File: src/rtl/apb_master_pkg.sv
// Shared definitions for the APB master sequencer.
// Contents: peripheral register offsets, the default CMD start value, the
// sequencer state encoding and a helper that maps a macro step to its offset.
package apb_master_pkg;

    localparam logic [5:0] OFF_CONFIG = 6'h00;
    localparam logic [5:0] OFF_TX     = 6'h04;
    localparam logic [5:0] OFF_CMD    = 6'h0C;

    localparam logic [7:0] CMD_START_DEFAULT = 8'h02;

    // Macro steps are numbered 0 (CONFIG), 1 (TX), 2 (CMD).
    localparam logic [1:0] STEP_LAST = 2'd2;

    typedef enum logic [2:0] {
        StIdle,
        StSetup,
        StAccess,
        StGap,
        StResp
    } state_e;

    function automatic logic [5:0] macro_offset(input logic [1:0] step);
        logic [5:0] off;
        case (step)
            2'd0:    off = OFF_CONFIG;
            2'd1:    off = OFF_TX;
            default: off = OFF_CMD;
        endcase
        return off;
    endfunction

endpackage

File: src/rtl/apb_wait_timer.sv
// ACCESS-phase wait timer.
// Counts cycles in which the slave holds PREADY low and flags the cycle that
// would be the TIMEOUT_CYCLES-th such cycle, so the master can abort on that edge.
// Ports:
//   clk_i      clock
//   rst_i      synchronous active-high reset
//   clear_i    restart the count (asserted during SETUP)
//   en_i       count this cycle (ACCESS with PREADY low)
//   expired_o  this wait cycle exhausts the budget; constant 0 when TIMEOUT_CYCLES is 0
module apb_wait_timer #(
    parameter int unsigned TIMEOUT_CYCLES = 16
) (
    input  logic clk_i,
    input  logic rst_i,
    input  logic clear_i,
    input  logic en_i,
    output logic expired_o
);

    if (TIMEOUT_CYCLES == 0) begin : g_disabled
        assign expired_o = 1'b0;
    end else begin : g_enabled
        localparam int unsigned CntW = $clog2(TIMEOUT_CYCLES + 1);

        logic [CntW-1:0] count_q;

        always_ff @(posedge clk_i) begin
            if (rst_i || clear_i) begin
                count_q <= '0;
            end else if (en_i) begin
                count_q <= count_q + CntW'(1);
            end
        end

        // Fires on the wait cycle whose count would reach TIMEOUT_CYCLES.
        assign expired_o = en_i && (count_q == CntW'(TIMEOUT_CYCLES - 1));
    end

endmodule

File: src/rtl/apb_master_seq.sv
// APB initiator for the SPI/RF peripheral.
// Runs single register reads/writes from the REQ port, or a three-write
// byte-transfer macro (CONFIG, TX, CMD=start) from the XFER port. The macro
// wins when both are offered. All bus and response outputs are registered.
// Ports:
//   i_PCLK, i_PRESET                 clock, synchronous active-high reset
//   i_BASE_ADDR                      peripheral base, becomes PADDR[15:6]
//   i_REQ_*                          single transaction request
//   i_XFER_*                         byte-transfer macro request
//   o_REQ_READY                      either request accepted this cycle
//   o_RSP_VALID/RDATA/ERR            one-cycle completion with read data / timeout flag
//   o_BUSY                           sequencer not idle
//   o_PSEL0 .. o_PWDATA, i_PREADY,
//   i_PRDATA                         APB master signals
module apb_master_seq
    import apb_master_pkg::*;
#(
    parameter int unsigned TIMEOUT_CYCLES = 16,
    parameter logic [7:0]  CMD_START      = CMD_START_DEFAULT
) (
    input  logic        i_PCLK,
    input  logic        i_PRESET,
    input  logic [9:0]  i_BASE_ADDR,
    input  logic        i_REQ_VALID,
    input  logic        i_REQ_WRITE,
    input  logic [5:0]  i_REQ_OFFSET,
    input  logic [7:0]  i_REQ_WDATA,
    input  logic        i_XFER_VALID,
    input  logic [7:0]  i_XFER_CFG,
    input  logic [7:0]  i_XFER_DATA,
    output logic        o_REQ_READY,
    output logic        o_RSP_VALID,
    output logic [7:0]  o_RSP_RDATA,
    output logic        o_RSP_ERR,
    output logic        o_BUSY,
    output logic        o_PSEL0,
    output logic        o_PENABLE,
    output logic        o_PWRITE,
    output logic [15:0] o_PADDR,
    output logic [7:0]  o_PWDATA,
    input  logic        i_PREADY,
    input  logic [7:0]  i_PRDATA
);

    state_e      state_q;
    logic [1:0]  step_q;
    logic        macro_q;
    logic [9:0]  base_q;
    logic [7:0]  data_q;

    logic        psel_q;
    logic        penable_q;
    logic        pwrite_q;
    logic [15:0] paddr_q;
    logic [7:0]  pwdata_q;
    logic        rsp_valid_q;
    logic [7:0]  rsp_rdata_q;
    logic        rsp_err_q;
    logic        busy_q;

    logic timer_clear;
    logic timer_en;
    logic timer_expired;

    assign timer_clear = (state_q == StSetup);
    assign timer_en    = (state_q == StAccess) && !i_PREADY;

    apb_wait_timer #(
        .TIMEOUT_CYCLES(TIMEOUT_CYCLES)
    ) u_wait_timer (
        .clk_i    (i_PCLK),
        .rst_i    (i_PRESET),
        .clear_i  (timer_clear),
        .en_i     (timer_en),
        .expired_o(timer_expired)
    );

    always_ff @(posedge i_PCLK) begin
        if (i_PRESET) begin
            state_q     <= StIdle;
            step_q      <= '0;
            macro_q     <= 1'b0;
            base_q      <= '0;
            data_q      <= '0;
            psel_q      <= 1'b0;
            penable_q   <= 1'b0;
            pwrite_q    <= 1'b0;
            paddr_q     <= '0;
            pwdata_q    <= '0;
            rsp_valid_q <= 1'b0;
            rsp_rdata_q <= '0;
            rsp_err_q   <= 1'b0;
            busy_q      <= 1'b0;
        end else begin
            rsp_valid_q <= 1'b0;
            unique case (state_q)
                StIdle: begin
                    // The first SETUP is launched straight from the request inputs.
                    if (i_XFER_VALID) begin
                        macro_q  <= 1'b1;
                        step_q   <= 2'd0;
                        base_q   <= i_BASE_ADDR;
                        data_q   <= i_XFER_DATA;
                        psel_q   <= 1'b1;
                        pwrite_q <= 1'b1;
                        paddr_q  <= {i_BASE_ADDR, OFF_CONFIG};
                        pwdata_q <= i_XFER_CFG;
                        busy_q   <= 1'b1;
                        state_q  <= StSetup;
                    end else if (i_REQ_VALID) begin
                        macro_q  <= 1'b0;
                        step_q   <= 2'd0;
                        base_q   <= i_BASE_ADDR;
                        psel_q   <= 1'b1;
                        pwrite_q <= i_REQ_WRITE;
                        paddr_q  <= {i_BASE_ADDR, i_REQ_OFFSET};
                        pwdata_q <= i_REQ_WDATA;
                        busy_q   <= 1'b1;
                        state_q  <= StSetup;
                    end
                end
                StSetup: begin
                    penable_q <= 1'b1;
                    state_q   <= StAccess;
                end
                StAccess: begin
                    if (i_PREADY) begin
                        psel_q    <= 1'b0;
                        penable_q <= 1'b0;
                        pwrite_q  <= 1'b0;
                        if (macro_q && (step_q != STEP_LAST)) begin
                            step_q  <= step_q + 2'd1;
                            state_q <= StGap;
                        end else begin
                            rsp_valid_q <= 1'b1;
                            rsp_err_q   <= 1'b0;
                            // pwrite_q still holds the direction of the finishing transfer.
                            rsp_rdata_q <= (!macro_q && !pwrite_q) ? i_PRDATA : 8'h00;
                            state_q     <= StResp;
                        end
                    end else if (timer_expired) begin
                        // Abort: any remaining macro steps are dropped.
                        psel_q      <= 1'b0;
                        penable_q   <= 1'b0;
                        pwrite_q    <= 1'b0;
                        rsp_valid_q <= 1'b1;
                        rsp_err_q   <= 1'b1;
                        rsp_rdata_q <= 8'h00;
                        state_q     <= StResp;
                    end
                end
                StGap: begin
                    psel_q   <= 1'b1;
                    pwrite_q <= 1'b1;
                    paddr_q  <= {base_q, macro_offset(step_q)};
                    pwdata_q <= (step_q == 2'd1) ? data_q : CMD_START;
                    state_q  <= StSetup;
                end
                StResp: begin
                    rsp_err_q   <= 1'b0;
                    rsp_rdata_q <= 8'h00;
                    busy_q      <= 1'b0;
                    state_q     <= StIdle;
                end
                default: begin
                    state_q <= StIdle;
                end
            endcase
        end
    end

    // READY is a decode of the registered state, forced low while reset is held.
    assign o_REQ_READY = (state_q == StIdle) && !i_PRESET;
    assign o_RSP_VALID = rsp_valid_q;
    assign o_RSP_RDATA = rsp_rdata_q;
    assign o_RSP_ERR   = rsp_err_q;
    assign o_BUSY      = busy_q;
    assign o_PSEL0     = psel_q;
    assign o_PENABLE   = penable_q;
    assign o_PWRITE    = pwrite_q;
    assign o_PADDR     = paddr_q;
    assign o_PWDATA    = pwdata_q;

endmodule
File: config.mk
export PLATFORM = sky130hd
export DESIGN_NAME = apb_master_seq
export DESIGN_NICKNAME = d
export VERILOG_FILES = /design/src/rtl/apb_master_pkg.sv /design/src/rtl/apb_wait_timer.sv /design/src/rtl/apb_master_seq.sv
export SDC_FILE = /design/constraint.sdc
export NUM_CORES = 1
export LEC_CHECK = 0
export CORE_UTILIZATION = 40
export CTS_CLUSTER_DIAMETER = 30
export CTS_CLUSTER_SIZE = 14
export DETAILED_ROUTE_END_ITERATION = 7
export HOLD_SLACK_MARGIN = 0.02
export PLACE_DENSITY_LB_ADDON = 0.05
export SLEW_MARGIN = 10
export SYNTH_ARGS = -nofsm -noshare
export SYNTH_HDL_FRONTEND = slang
export SYNTH_SLANG_ARGS = --single-unit
File: constraint.sdc
create_clock -name i_PCLK -period 5.2 [get_ports i_PCLK]
set_clock_uncertainty 0.05 [all_clocks]
set_input_delay 1.56 -clock i_PCLK [delete_from_list [all_inputs] [get_ports i_PCLK]]
set_output_delay 1.56 -clock i_PCLK [all_outputs]
set_load 0.01 [all_outputs]
==> impl_metrics.yaml, run 1 <==
finish:
  fillers: 670
  final_net_count: 492
  multiInputGateArea_sq_um: 1420
  insertedDiodeCount: 0
  areaGrowthSynthToFinish_pct: 41.5
  drive_above_1_share: 0.0732
  fin_util: 0.598
  regArea_sq_um: 1340
  mostFrequentLayoutCells: "91 x clkdlybuf4s50_1, 74 x nand2_1, 67 x dfxtp_1"
  final_common_cell: "clkdlybuf4s50_1"
route:
  vias: 2754
  vias_per_cell: 5.17
  drc: 0
  drtIter0Drc: 107
  postRouteAntennaNets: 0
  drtPass1Iterations: 4
  wirelength_um: 7390
  wl_per_cell_um: 13.9
clocking:
  cts_buffer_depth: 2
  cts_made_buffers: 9
  hold_buffers: 0
  cts_sinks: 67
  cts_resized: 0
  postCtsSetupRepairBufs: 0
  clk_transition_reported_paths_ns: 0.08
  insertion_delay_ns: 0.33
  clock-root-buffer: "clkbuf_8"
  htreeDepth: 3
  cts_tree: "built"
synthesis:
  avgSynthCellArea_sq_um: 8.38
  synth_nets: 408
  yosys.area.top_type: "dfxtp_1"
  synth_edf_count: 0
  async_flop_share: 0
  synth.cell_area_sq_um: 2920
  synth_area_leaders: "dfxtp_1 46%, nand2_1 9.5%, a21oi_1 7.7%"
  synthesis.instances: 348
  ys_warn_count: 0
  ys_ff_latch: 67
  ys_types: 49
  ys_seq_area_frac: 0.460
  synthFlopType: "dfxtp_1"
  synth_top_area_frac: 0.460
critical_path:
  slowest_delay_ns: 0.54
  cp_data_arrival_time_ns: 2.31
  r2r_start: "state_q[0]"
  worstSetupEndpointType: "output pin"
  setup.worst_path.start_class: "primary input"
  crit_start: "i_PRESET"
  critPathRequiredTime_ns: 3.59
  crit_fanout: 2
  critical_path.top_delay_family: "buffers and inverters"
  worst-path-buf-inv: 2
  path_cells: "buf_2, nor2_1, clkdlybuf4s50_1"
  worst_path_max_delay_cell: "clkdlybuf4s50_1"
  worst-setup-path-type: "primary input to output pin"
flow_run:
  drv_cap: 0
sta:
  max_clock_freq_ghz: 0.255
  hold_viol: 0
  relSlewSlack: 0.411
  finalSetupTns_ns: 0
  final-max-slew-violation-count: 0
  setup_viol: 0
  period_needed_ns: 3.92
  finalCritPeriodShare: 0.753
  rsz0062_at_grt: "no"
  whs_ns: 0.405
  worst_pin_slew_ns: 0.881
placement:
  dp.final_hpwl_um: 5050
  gp_congestion: 0.748
  io_buffers: 92
die:
  die_h_um: 87.4
  design.core.area_sq_um: 6910
  die_w_um: 87.4
  dieArea_sq_um: 7640
  ioPinCount: 93
  start_util: 0.422
  rows: 30
hold_path:
  worstHoldStart: "o_PADDR[4]"
  min_path_type: "flop to flop"
global_route:
  grt_max_degree: 63
  antenna_found_initial: 0
  grt_overflow: 0
  grt_usage: 0.203
  grt_pass1_wl_um: 12100
  grt_pass1_vias: 2648
power_and_ir_drop:
  peakVddDrop_uv: 194
  power.density_nw_per_um2: 348
  p_leak_nw: 1.50
run_status:
  status: "finished clean"
-- Yosys cell counts (4+ instances only) --
library cell	n
o21ai_0	14
dfxtp_1	67
ha_1	6
nor2_1	21
nand2_1	74
mux2i_1	9
a31oi_1	10
nor3_1	6
nand3_1	9
buf_2	4
a21oi_1	45
nand4_1	10
buf_6	4
inv_1	10
clkbuf_1	12
-- registers in the layout (all words and copies together), names as in the netlist --
name	count
o_RSP_RDATA	8
o_PENABLE	1
data_q	8
o_PWRITE	1
o_PWDATA	8
o_RSP_VALID	1
u_wait_timer.g_enabled.count_q	5
o_PSEL0	1
step_q	2
o_RSP_ERR	1
state_q	3
macro_q	1
base_q	10
o_BUSY	1
o_PADDR	16
-- worst reg2reg max path: cells and delay by family (launching register included) --
family	cells	cell delay, ns
flip-flops	1	0.64
AO/OA/AOI/OAI	2	1.05
AND/OR/NAND/NOR	2	0.43
-- cell families after synthesis --
| logic type | share of synthesized area |
|---|---|
| adders and majority gates | 0.0257 |
| and+or+nand+nor | 0.224 |
| xor gates and xnor gates | 0.00901 |
| muxes | 0.0347 |
| DFF | 0.460 |
| AOI/OAI and AO/OA | 0.192 |
| buffers and inverters | 0.0545 |
-- final timing paths --
| kind | endpoint | slack, ns | cells after the start |
|---|---|---|---|
| worst min register to register | o_PADDR[4] | 0.41 | 2 |
| worst min-delay path | o_PADDR[4] | 0.41 | 2 |
| worst max-delay path | o_REQ_READY | 1.28 | 3 |
| worst max register to register | o_RSP_RDATA[5] | 2.97 | 4 |
-- through the flow --
step | setup WS, ns | area [sq um] | power [W] | cells
final | 1.28 | 4130 | 0.00143 | 533
after global routing | 1.26 | 4130 | 0.00150 | 533
after CTS | 1.28 | 4130 | 0.00145 | 533
after detailed placement | 1.28 | 3850 | 0.000870 | 517
after global placement | 1.29 | 3850 | 0.000867 | 517
after floorplan | 1.09 | 2920 | 0.000749 | 348
-- metal layers --
metal	track usage	vias to the layer above	share of wire
met2	0.346	76	0.47
met4	0.0447	0	0.0069
met5	0	-	0
met1	0.249	1292	0.46
li1	-	1382	-
met3	0.0682	4	0.060
-- power by group --
part	internal, W	total (W)	switching (W)
Sequential	0.000556	0.000584	0.0000287
Combinational	0.000133	0.000274	0.000141
Clock	0.000381	0.000576	0.000195
Total	0.00107	0.00143	0.000365
-- area by class of cell --
class,instances,area share
clock inverter,6,0.0330
inverter,10,0.00909
multi-input combinational,249,0.343
timing repair buffer,95,0.227
sequential,67,0.325
tap,96,0.0291
clock buffer,10,0.0333
Power figures use the tool's default switching activity.
==> run 2: changes to the inputs <==
==> constraint.sdc (replaced) <==
create_clock -name i_PCLK -period 3.8 [get_ports i_PCLK]
set_clock_uncertainty 0.05 [all_clocks]
set_input_delay 1.14 -clock i_PCLK [delete_from_list [all_inputs] [get_ports i_PCLK]]
set_output_delay 1.14 -clock i_PCLK [all_outputs]
set_load 0.01 [all_outputs]
==> run 2 against run 1 <==
Combinational power grew 37%; utilization shrank 0.38 points; hold slack gained 0.0012 ns; largest power group unchanged; highest routed layer unchanged.
==> impl_metrics.yaml, run 2 (synthesis gave the netlist of run 1 again) <==
run_status:
  status: "finished clean"
critical_path:
  worst_path_max_delay_cell: "or3_1"
  r2r_start: "state_q[0]"
  critical_path.top_delay_family: "simple AND/OR/NAND/NOR gates"
  crit_fanout: 15
  worst-path-buf-inv: 1
  setup.worst_path.start_class: "flop"
  reg2reg_slack_ns: 1.50
  r2r_cells: 4
  slowest_delay_ns: 0.60
  rr_endpoint: "o_RSP_RDATA[6]"
  worstSetupEndpointType: "output pin"
  worst-setup-path-type: "flop to output pin"
  critPathRequiredTime_ns: 2.61
  cp_data_arrival_time_ns: 2.10
  path_cells: "or3_1, nor2_1, clkdlybuf4s50_1"
clocking:
  postCtsSetupRepairBufs: 0
  hold_buffers: 0
  cts_buffer_depth: 2
  clk_transition_reported_paths_ns: 0.07
  clock-root-buffer: "clkbuf_8"
  htreeDepth: 3
  cts_resized: 0
  insertion_delay_ns: 0.34
  cts_made_buffers: 9
  cts_tree: "built"
  cts_sinks: 67
finish:
  insertedDiodeCount: 0
  final_net_count: 493
  areaGrowthSynthToFinish_pct: 40.6
  mostFrequentLayoutCells: "91 x clkdlybuf4s50_1, 74 x nand2_1, 67 x dfxtp_1"
  drive_above_1_share: 0.0753
  instances_no_fill: 534
  largest_reg_flops: 16
  final_common_cell: "clkdlybuf4s50_1"
  fin_area_sq_um: 4100
hold_path:
  min_path_type: "flop to flop"
  holdPathStages: 2
  hold_end: "base_q[5]"
  worstHoldStart: "base_q[5]"
placement:
  dp.cells: 518
  dp_slack_ns: 0.598
  place_area_sq_um: 3860
  gp_congestion: 0.774
  io_buffers: 92
  dp.final_hpwl_um: 5240
die:
  die_w_um: 87.4
  rows: 30
  die_h_um: 87.4
  dieArea_sq_um: 7640
  ioPinCount: 93
  design.core.area_sq_um: 6910
  start_util: 0.422
route:
  drc: 0
  vias_per_cell: 5.17
  drtIter0Drc: 96
  wirelength_um: 7460
  wl_per_cell_um: 14.0
  postRouteAntennaNets: 0
  drtPass1Iterations: 4
  vias: 2760
sta:
  whs_ns: 0.406
  max_clock_freq_ghz: 0.304
  worst_pin_slew_ns: 0.925
  period_needed_ns: 3.29
  relSlewSlack: 0.382
  finalSetupTns_ns: 0
  setup_viol: 0
  rsz0062_at_grt: "no"
  finalCritPeriodShare: 0.866
  final-max-slew-violation-count: 0
  hold_viol: 0
  timing.final.ws_setup_ns: 0.508
power_and_ir_drop:
  p_leak_nw: 1.49
  peakVddDrop_uv: 336
  power.density_nw_per_um2: 460
global_route:
  grt_pass1_vias: 2533
  grt_max_degree: 63
  grt_overflow: 0
  grt_pass1_wl_um: 11900
  antenna_found_initial: 0
  grt_usage: 0.201
flow_run:
  drv_cap: 0
run 2: changes by cell type in the layout (fill, tap and decap cells not counted), sizes merged:
| cell | delta |
|---|---|
| buf | +1 |
| bufinv | -1 |
| clkbuf | -1 |
| clkinv | +2 |
run 2: worst max-delay path by stage:
stage,slack [ns],from,cells after the start,end
3_5_place_dp,0.60,i_PREADY,5,o_RSP_RDATA[6]
2_1_floorplan,0.53,i_PRESET,4,o_REQ_READY
4_1_cts,0.49,state_q[2],3,o_REQ_READY
5_1_grt,0.41,state_q[2],3,o_REQ_READY
6_report,0.51,state_q[2],3,o_REQ_READY
3_3_place_gp,0.73,i_PRESET,3,o_REQ_READY
run 2: cell type report:
| class | instances | area [sq um] |
|---|---|---|
| Multi-Input combinational cell | 249 | 1420 |
| Sequential cell | 67 | 1340 |
| Clock buffer | 9 | 124 |
| Fill cell | 677 | 2810 |
| Timing Repair Buffer | 96 | 946 |
| Tap cell | 96 | 120 |
| Inverter | 10 | 37.5 |
| Clock inverter | 7 | 116 |
run 2: metal layers:
metal | track usage | vias to the layer above | wire [um]
li1 | - | 1384 | -
met4 | 0.0596 | 0 | 85
met3 | 0.0588 | 13 | 500
met2 | 0.342 | 84 | 3450
met1 | 0.245 | 1279 | 3420
met5 | 0 | - | 0
run 2: worst register-to-register path: stages, from the launching register on:
cell and delay, ns:
dfxtp_1 0.64, nor2_1 0.26, a2111oi_2 0.92, nand4_1 0.18, a21oi_1 0.18
run 2: metrics by stage:
stage / total power, W / util
after floorplan: 0.00103 / -
after global placement: 0.00119 / 0.559
after detailed placement: 0.00119 / 0.559
after CTS: 0.00191 / 0.594
after global routing: 0.00197 / 0.594
final: 0.00189 / 0.594
run 2: power breakdown:
part | total, W | internal (W) | leakage, nW | switching [W]
Clock | 0.000710 | 0.000434 | 0.119 | 0.000276
Sequential | 0.000799 | 0.000760 | 0.549 | 0.0000392
Combinational | 0.000376 | 0.000183 | 0.826 | 0.000193
